===== config.mk =====
export PLATFORM = sky130hd
export DESIGN_NAME = rf_scan_ctrl
export DESIGN_NICKNAME = d
export VERILOG_FILES = /design/src/rtl/rf_scan_ctrl_pkg.sv /design/src/rtl/rf_scan_outreg.sv /design/src/rtl/rf_scan_ctrl.sv
export SDC_FILE = /design/constraint.sdc
export NUM_CORES = 1
export LEC_CHECK = 0
export BUFFER_PORTS_ARGS = -buffer_cell sky130_fd_sc_hd__buf_2
export CAP_MARGIN = 20
export CORE_ASPECT_RATIO = 0.8
export CORE_MARGIN = 1
export CORE_UTILIZATION = 39
export CTS_CLUSTER_DIAMETER = 30
export DETAILED_ROUTE_END_ITERATION = 7
export PLACE_DENSITY = 0.82
export SLEW_MARGIN = 20
export SYNTH_ARGS = -nofsm -noshare
export SYNTH_HDL_FRONTEND = slang
export SYNTH_SLANG_ARGS = --single-unit

===== constraint.sdc =====
create_clock -name clk -period 2.5 [get_ports clk]
set_clock_uncertainty 0.15 [all_clocks]
set_input_delay 0.375 -clock clk [delete_from_list [all_inputs] [get_ports clk]]
set_output_delay 0.375 -clock clk [all_outputs]
set_load 0.1 [all_outputs]

===== src/rtl/rf_scan_ctrl_pkg.sv =====
// Shared constants, opcodes and state encoding for the register-file scan controller.
// Optional checksum beat/port is enabled by defining RF_SCAN_CHKSUM_EN.
package rf_scan_ctrl_pkg;

  localparam int ADDR_WIDTH = 5;
  localparam int WORD_WIDTH = 32;
  localparam int REG_DEPTH  = 2 ** ADDR_WIDTH;
  localparam int CNT_WIDTH  = ADDR_WIDTH + 1;

  localparam logic OP_DUMP = 1'b0;
  localparam logic OP_LOAD = 1'b1;

`ifdef RF_SCAN_CHKSUM_EN
  typedef enum logic [1:0] {
    ST_IDLE = 2'd0,
    ST_DUMP = 2'd1,
    ST_LOAD = 2'd2,
    ST_CSUM = 2'd3
  } state_t;
`else
  typedef enum logic [1:0] {
    ST_IDLE = 2'd0,
    ST_DUMP = 2'd1,
    ST_LOAD = 2'd2
  } state_t;
`endif

  // Inclusive range length with wrap-around: 1..REG_DEPTH.
  function automatic logic [CNT_WIDTH-1:0] span_len(input logic [ADDR_WIDTH-1:0] first,
                                                    input logic [ADDR_WIDTH-1:0] last);
    logic [ADDR_WIDTH-1:0] diff;
    diff = last - first;
    return {1'b0, diff} + CNT_WIDTH'(1);
  endfunction

endpackage


===== src/rtl/rf_scan_outreg.sv =====
// Valid/ready holding register for the dump stream (data, index, last flag).
module rf_scan_outreg
  import rf_scan_ctrl_pkg::*;
(
  input  logic                  clk,
  input  logic                  rst,
  input  logic                  load,
  input  logic                  ready,
  input  logic [WORD_WIDTH-1:0] data_in,
  input  logic [ADDR_WIDTH-1:0] addr_in,
  input  logic                  last_in,
  output logic                  valid,
  output logic [WORD_WIDTH-1:0] data,
  output logic [ADDR_WIDTH-1:0] addr,
  output logic                  last
);

  // The parent only asserts load when the register is empty or draining.
  always_ff @(posedge clk) begin
    if (rst) begin
      valid <= 1'b0;
      data  <= '0;
      addr  <= '0;
      last  <= 1'b0;
    end else if (load) begin
      valid <= 1'b1;
      data  <= data_in;
      addr  <= addr_in;
      last  <= last_in;
    end else if (valid && ready) begin
      valid <= 1'b0;
    end
  end

endmodule


===== src/rtl/rf_scan_ctrl.sv =====
// Bulk DUMP/LOAD initiator for the 32x32 register file.
// Define RF_SCAN_CHKSUM_EN to add the running checksum, CSUM beat and chksum port.
module rf_scan_ctrl
  import rf_scan_ctrl_pkg::*;
(
  input  logic                  clk,
  input  logic                  rst,
  input  logic                  cmd_valid,
  output logic                  cmd_ready,
  input  logic                  cmd_op,
  input  logic [ADDR_WIDTH-1:0] cmd_first,
  input  logic [ADDR_WIDTH-1:0] cmd_last,
  output logic [ADDR_WIDTH-1:0] rf_rd_addr,
  input  logic [WORD_WIDTH-1:0] rf_rd_data,
  output logic [ADDR_WIDTH-1:0] rf_wr_addr,
  output logic                  rf_wr_en,
  output logic [WORD_WIDTH-1:0] rf_wr_data,
  output logic                  dout_valid,
  input  logic                  dout_ready,
  output logic [WORD_WIDTH-1:0] dout_data,
  output logic [ADDR_WIDTH-1:0] dout_addr,
  output logic                  dout_last,
  input  logic                  din_valid,
  output logic                  din_ready,
  input  logic [WORD_WIDTH-1:0] din_data,
`ifdef RF_SCAN_CHKSUM_EN
  output logic [WORD_WIDTH-1:0] chksum,
`endif
  output logic                  busy
);

  state_t                state, next_state;
  logic [ADDR_WIDTH-1:0] ptr;
  logic [CNT_WIDTH-1:0]  remaining;
  logic                  accept, din_fire, out_room, dump_step;
  logic                  out_load, out_last;
  logic [WORD_WIDTH-1:0] out_data;
  logic [ADDR_WIDTH-1:0] out_addr;

  assign cmd_ready  = (state == ST_IDLE);
  assign busy       = (state != ST_IDLE);
  assign din_ready  = (state == ST_LOAD);
  assign accept     = cmd_valid && cmd_ready;
  assign din_fire   = din_valid && din_ready;
  assign out_room   = !dout_valid || dout_ready;
  assign dump_step  = (state == ST_DUMP) && (remaining != '0) && out_room;
  assign rf_rd_addr = ptr;

  // Register 0 is hardwired zero, so its word is consumed without a write.
  assign rf_wr_en   = din_fire && (ptr != '0);
  assign rf_wr_addr = ptr;
  assign rf_wr_data = din_fire ? din_data : '0;

`ifdef RF_SCAN_CHKSUM_EN
  logic [WORD_WIDTH-1:0] sum;
  assign chksum = sum;
`endif

  always_comb begin
    next_state = state;
    out_load   = dump_step;
    out_data   = rf_rd_data;
    out_addr   = ptr;
`ifdef RF_SCAN_CHKSUM_EN
    out_last   = 1'b0;
`else
    out_last   = (remaining == CNT_WIDTH'(1));
`endif
    case (state)
      ST_IDLE: begin
        if (accept) next_state = (cmd_op == OP_LOAD) ? ST_LOAD : ST_DUMP;
      end
      ST_DUMP: begin
`ifdef RF_SCAN_CHKSUM_EN
        if ((remaining == '0) && out_room) begin
          out_load   = 1'b1;
          out_data   = sum;
          out_addr   = '0;
          out_last   = 1'b1;
          next_state = ST_CSUM;
        end
`else
        if ((remaining == '0) && dout_valid && dout_ready) next_state = ST_IDLE;
`endif
      end
`ifdef RF_SCAN_CHKSUM_EN
      ST_CSUM: begin
        if (dout_valid && dout_ready) next_state = ST_IDLE;
      end
`endif
      ST_LOAD: begin
        if (din_fire && (remaining == CNT_WIDTH'(1))) next_state = ST_IDLE;
      end
      default: next_state = ST_IDLE;
    endcase
  end

  always_ff @(posedge clk) begin
    if (rst) begin
      state     <= ST_IDLE;
      ptr       <= '0;
      remaining <= '0;
`ifdef RF_SCAN_CHKSUM_EN
      sum       <= '0;
`endif
    end else begin
      state <= next_state;
      if (accept) begin
        ptr       <= cmd_first;
        remaining <= span_len(cmd_first, cmd_last);
`ifdef RF_SCAN_CHKSUM_EN
        sum       <= '0;
`endif
      end else if (dump_step || din_fire) begin
        ptr       <= ptr + ADDR_WIDTH'(1);
        remaining <= remaining - CNT_WIDTH'(1);
`ifdef RF_SCAN_CHKSUM_EN
        sum       <= sum + (din_fire ? din_data : rf_rd_data);
`endif
      end
    end
  end

  rf_scan_outreg u_outreg (
    .clk     (clk),
    .rst     (rst),
    .load    (out_load),
    .ready   (dout_ready),
    .data_in (out_data),
    .addr_in (out_addr),
    .last_in (out_last),
    .valid   (dout_valid),
    .data    (dout_data),
    .addr    (dout_addr),
    .last    (dout_last)
  );

endmodule


==> run summary, run 1 <==
Status: complete, no violations
Sw Pwr: 1.02 mW
Leading area contributor after synthesis: dfxtp_1
Maximum vdd drop: 0.264 mV
Number of global-route vias before repair: 2538
Largest net degree at the start of global routing: 53
Synth unique cells: 41
Most used cell along the critical path: inv_1
Slowest cell on crit path: or3b_2
Area Overhead vs Synth: 56.8%
Clock-pin transition on the worst setup and hold timing paths: 0.09 ns
ANT cells: 0
Combinational Power Share: 38.7%
CTS tree: built
Wire per inst: 13.5 um
# resized after CTS: 0
Yosys reg bits: 52
CTS Hold Buffers Added: 0
GPL Wtd Cong: 0.790
FFs w/ async S/R, synth: 0%
Via-per-instance ratio: 4.89
Worst-margin pin slew: 0.543 ns
Total global-route track usage: 20.6%
Crit path kind: in -> reg
Number of synthesized flops with an enable pin: 0
Fin crit period: 2.30 ns
Detailed-route wire length: 7.75 mm
Worst-case reg-to-reg path depth: 6
Top_reg_cell synth: dfxtp_1
CP cell instances: buf_2 -> inv_1 -> ha_1 -> inv_1 -> fa_1 -> xor2_1 -> nand3_1 -> or3_1 -> or3b_2 -> o31ai_1
Max_cap viols: 0
CP max stage delay: 0.47 ns
H-tree Lvls: 2
Vias: 2819
Hold Fails Final Rpt: 0
Hold worst-path end: u_outreg.data[23]
Post-CTS Setup Repair Bufs: 0
WHS Path Cells: 3
CP required: 2.55 ns
GRT Residual Overflow: 0
Fillers: 541
Clock Latency Late Sink: 0.29 ns
Pint: 1.47 mW
Share of cells above drive strength 1: 38.6%
Die H: 75.4 um
Reg2reg start: remaining[0]
Critical-path maximum fanout: 2
Synthesized cell area: 2630 sq um
WHS: 0.158 ns
PD cells: 605 nW/um^2
Arrival time at the worst endpoint: 2.35 ns
DRC Markers: 0
CTS Buf Count: 5
Syn avg cell area: 7.80 sq um
Final worst path period share: 92.0%
Worst slew margin: 63.8%
RR Endpoint: remaining[3]
Die width: 93.8 um
Top post-synthesis cells by count: nand2_1 (87), dfxtp_1 (52), a21oi_1 (49)
Hold/Removal Path Class: in -> reg
CTS root buffer: clkbuf_8
Final setup viols: 0
Final nets: 581
Clock Power Share: 23.8%
Max-slew violations: 0
Sw Ratio: 40.9%
Pre-Repair DR Iteration Count: 4
Critical path endpoint category: flip-flop
Reg-to-reg setup timing slack: 0.29 ns
First-pass GRT wire length: 11.4 mm
Max Buffers Root-to-Sink: 2
Sequential power share: 37.6%
Register area share after synthesis: 39.6%
Clock sink count: 52
Post-DRT Antenna Nets: 0
Std-Cell Rows: 26
Fmax: 0.435 GHz
RSZ-0062 raised after global routing: no
Hold Startpoint: rf_rd_data[23]
Iter 0 DRT Violations: 142
Tot Pwr: 2.49 mW
IO Count: 165
Initial antenna violation count: 0
Startpoint type of the worst setup path: input port
Most frequent cell after synthesis: nand2_1
P_leak: 1.88 nW
Net count after synthesis: 427
Initial Utilization: 40.8%
Input/output buffers: 164
Post-Syn Instances: 337
Yosys warnings: 0
Top cell type's share of synthesized area: 39.6%
DP Wirelength: 6.12 mm
Largest cells by area after synthesis: dfxtp_1 (40%), nand2_1 (12%), a21oi_1 (9.3%), and2_1 (7.9%), ha_1 (4.3%)
Core area: 6440 sq um
Die area: 7070 sq um
## layout make-up
class,count,area [sq um],share of cell area (%)
clock buffers,6,82.6,2.00
clock inverters,2,38.8,0.941
inverters,11,41.3,1.00
multi-input cells,248,1450,35.1
flip-flops and latches,52,1040,25.3
well taps,84,105,2.55
repair buffers,173,1370,33.2
## sequential cells by signal, summed over array words and instances, names as in the netlist
name            cells
u_outreg.last       1
rf_rd_addr          5
u_outreg.data      32
u_outreg.addr       5
remaining           6
state               2
u_outreg.valid      1
## per-stage QoR
step / setup WS [ns] / utilization (%) / cells / instance area (sq um) / setup TNS (ns)
3_3_place_gp: 0.0432 / 62.1 / 568 / 4000 / 0
3_5_place_dp: -0.0894 / 62.1 / 568 / 4000 / -0.0894
2_1_floorplan: -0.380 / - / 337 / 2630 / -0.380
6_report: 0.199 / 64.0 / 576 / 4120 / 0
4_1_cts: 0.203 / 64.0 / 576 / 4120 / 0
5_1_grt: 0.0970 / 64.0 / 576 / 4120 / 0
## how the worst max path moves through the flow
| stage | depth (start not counted) | endpoint | slack, ns | start |
|---|---|---|---|---|
| detailed placement | 10 | remaining[5] | -0.09 | cmd_last[0] |
| finish | 10 | remaining[5] | 0.20 | cmd_last[0] |
| CTS | 5 | rf_wr_en | 0.20 | rf_rd_addr[0] |
| global route | 10 | remaining[5] | 0.1 | cmd_last[0] |
| global placement | 10 | remaining[5] | 0.04 | cmd_last[0] |
| floorplan | 4 | rf_wr_en | -0.38 | rf_rd_addr[0] |
## logic make-up (layout without fill, tap and decap cells)
family | count (synthesis) | count (layout) | synth area share [%]
xor gates and xnor gates | 9 | 9 | 3.52
adders and majority gates | 10 | 10 | 5.05
buffers and inverters | 37 | 192 | 6.19
DFF | 52 | 52 | 39.6
AOI/OAI and AO/OA | 74 | 74 | 17.3
and+or+nand+nor | 155 | 155 | 28.4
## power groups by stage
stage          logic, mW  registers (mW)  clock network (mW)
2_1_floorplan      0.469            1.20                   0
3_3_place_gp       0.950           0.950                   0
3_5_place_dp       0.965           0.955                   0
4_1_cts            0.966           0.935               0.611
5_1_grt             1.02           0.944               0.643
6_report           0.964           0.936               0.592
## worst max-delay path: cells and delay by family
kind,cells,cell delay (ns)
AOI/OAI and AO/OA,1,0.08
xor gates and xnor gates,1,0.23
adders and majority gates,2,0.55
buffers and inverters,3,0.20
and+or+nand+nor,3,0.91
## metal layers
layer	vias to the layer above	part of all wire, %	global-route usage [%]
li1	1416	-	-
met1	1266	38	22.9
met2	125	52	39.2
met3	12	8.4	5.79
met4	0	1.6	5.47
met5	-	0	0
## cell usage in the layout (no fill, tap or decap), types with 3 or more instances in the layout
cell type  count
buf_2        132
nand2_1       87
dfxtp_1       52
a21oi_1       49
and2_1        33
buf_12        32
inv_1         11
ha_1           9
buf_4          9
nand3_1        8
o21ai_0        7
nor2_1         6
clkbuf_8       6
xnor2_1        5
or3_1          4
nor2_2         3
a31oi_1        3
xor2_1         3
Note: power is estimated with default switching activity, not from simulation.
==> run 2, diff against run 1 <==
--- a/config.mk
+++ b/config.mk
@@ -13,6 +13,7 @@
 export CTS_CLUSTER_DIAMETER = 30
 export DETAILED_ROUTE_END_ITERATION = 7
 export PLACE_DENSITY = 0.82
+export REMOVE_ABC_BUFFERS = 1
 export SLEW_MARGIN = 20
 export SYNTH_ARGS = -nofsm -noshare
 export SYNTH_HDL_FRONTEND = slang
==> run summary, run 2 (synthesis gave the netlist of run 1 again) <==
Share of cells above drive strength 1: 38.0% (-0.61 points)
CTS tree: built
Reg-to-reg setup timing slack: 0.26 ns (-0.03 ns)
CP Launch Point: rf_rd_addr[0]
Iter 0 DRT Violations: 101 (-29%)
Wire length on met2: 3.70 mm (-8.6%)
CP required: 1.98 ns (-0.57 ns)
Combinational Power Share: 40.4% (+1.7 points)
Crit path kind: reg -> out
Sequential power share: 39.2% (+1.6 points)
Worst-case reg-to-reg path depth: 6 (unchanged)
Die area: 7070 sq um (unchanged)
Initial antenna violation count: 0 (unchanged)
RR Endpoint: remaining[3]
Worst-margin pin slew: 0.547 ns (+0.00386 ns)
Vias: 2764 (-2.0%)
Die width: 93.8 um (unchanged)
CTS Hold Buffers Added: 0 (unchanged)
RSZ-0062 raised after global routing: no
Hold Fails Final Rpt: 0 (unchanged)
Fillers: 549 (+1.5%)
First-pass GRT wire length: 11.6 mm (+1.5%)
CP Capture Point: rf_wr_en
Pint: 1.34 mW (-8.7%)
Fmax: 0.443 GHz (+1.8%)
H-tree Lvls: 2 (unchanged)
CTS root buffer: clkbuf_8
Input/output buffers: 164 (unchanged)
Reg2reg start: remaining[0]
Post-DP Area: 3990 sq um (-0.19%)
Hold/Removal Path Class: in -> reg
Final Util: 63.4% (-0.60 points)
Tot Pwr: 2.38 mW (-4.6%)
Final setup viols: 0 (unchanged)
GRT Residual Overflow: 0 (unchanged)
Die H: 75.4 um (unchanged)
Max-slew violations: 0 (unchanged)
Critical-path maximum fanout: 7 (+5)
Most frequent cells in the layout: buf_2 (132), nand2_1 (87), dfxtp_1 (52), a21oi_1 (49), and2_1 (33)
Pre-Repair DR Iteration Count: 4 (unchanged)
Sw Ratio: 43.4% (+2.5 points)
ANT cells: 0 (unchanged)
Non-filler instance count after layout: 576 (unchanged)
Post-route design area: 4080 sq um (-0.94%)
Post-DRT Antenna Nets: 0 (unchanged)
Worst slew margin: 63.5% (-0.26 points)
CTS Buf Count: 5 (unchanged)
Area Overhead vs Synth: 55.4%
DR WL met3: 379 um (-42%)
Total global-route track usage: 20.6% (about the same)
Max reg flops: 32 (unchanged)
IO Count: 165 (unchanged)
Detailed-route wire length: 7.51 mm (-3.1%)
Clock sink count: 52 (unchanged)
Initial Utilization: 40.8% (unchanged)
Fin crit period: 2.26 ns (-0.0411 ns)
Placed cell count: 568 (unchanged)
Sw Pwr: 1.03 mW (+1.3%)
Largest net degree at the start of global routing: 53 (unchanged)
P_leak: 1.86 nW (-0.89%)
Clock Latency Late Sink: 0.30 ns (about the same)
Status: complete, no violations
Core area: 6440 sq um (unchanged)
Wire per inst: 13.0 um (-3.1%)
DRC Markers: 0 (unchanged)
Via-per-instance ratio: 4.80 (-2.0%)
Clock-pin transition on the worst setup and hold timing paths: 0.10 ns (about the same)
Post-CTS Setup Repair Bufs: 0 (unchanged)
Largest registers: u_outreg.data (32), remaining (6)
Commonest non-fill, non-tap cell in the layout: buf_2
Critical path endpoint category: output pin
# resized after CTS: 0 (unchanged)
Startpoint type of the worst setup path: flip-flop
Clock Power Share: 20.4% (-3.4 points)
Highest metal used: met4
DP Wirelength: 5.79 mm (-5.4%)
Wl on met1: 3.33 mm (+14%)
Arrival time at the worst endpoint: 1.73 ns (-0.62 ns)
Std-Cell Rows: 26 (unchanged)
Max Buffers Root-to-Sink: 2 (unchanged)
Maximum vdd drop: 0.369 mV (+39%)
Biggest register: u_outreg.data
Max_cap viols: 0 (unchanged)
Final worst path period share: 90.4% (-1.6 points)
Final nets: 581 (unchanged)
Hold Startpoint: rf_rd_data[2]
GPL Wtd Cong: 0.886 (+12%)
PD cells: 582 nW/um^2 (-3.7%)
Number of global-route vias before repair: 2447 (-3.6%)
## run 2: changes by cell type in the layout (fill, tap and decap cells not counted)
cell / change
bufinv_16: -1
clkbuf_8: -1
clkinv_2: +1
clkinv_4: -1
clkinvlp_4: +1
inv_6: +1
nor2_1: +3
nor2_2: -3
## run 2: worst min path at each step
stage,endpoint,slack [ns],depth (start not counted)
CTS,u_outreg.data[2],0.13,3
finish,u_outreg.data[2],0.14,3
global placement,u_outreg.data[7],0.29,2
floorplan,remaining[3],0.29,1
global route,u_outreg.data[13],0.14,3
detailed placement,u_outreg.data[14],0.29,2
## run 2: cell type report
type / count / area (sq um) / area share (%)
flip-flops and latches: 52 / 1040 / 25.5
repair buffers: 173 / 1370 / 33.5
well taps: 84 / 105 / 2.57
multi-input cells: 248 / 1440 / 35.2
clock buffers: 5 / 68.8 / 1.69
clock inverters: 3 / 21.3 / 0.521
inverters: 11 / 41.3 / 1.01
## run 2: metal layers
| layer | up-vias | GRT usage (%) |
|---|---|---|
| met2 | 82 | 35.4 |
| met1 | 1249 | 26.3 |
| li1 | 1421 | - |
| met4 | 0 | 6.67 |
| met3 | 12 | 4.29 |
| met5 | - | 0 |
## run 2: power groups by stage
stage / clock [mW] / combinational, mW / sequential [mW]
after floorplan: 0 / 0.390 / 1.25
after global placement: 0 / 0.944 / 0.948
after detailed placement: 0 / 0.962 / 0.951
after CTS: 0.502 / 0.964 / 0.933
after global routing: 0.537 / 1.01 / 0.941
final: 0.485 / 0.960 / 0.932
## run 2: stage by stage
step	hold WS (ns)	TNS [ns]	setup WS, ns
final	0.144	0	0.240
after detailed placement	0.295	-0.0353	-0.0353
after floorplan	0.290	-82.78	-2.27
after global placement	0.289	0	0.0254
after global routing	0.140	0	0.128
after CTS	0.134	0	0.223
## run 2: worst max-delay path: stages (launching register included)
cell and delay [ns]:
dfxtp_1 0.48, inv_1 0.10, ha_1 0.20, nor4b_1 0.13
nor2_1 0.08, buf_2 0.44
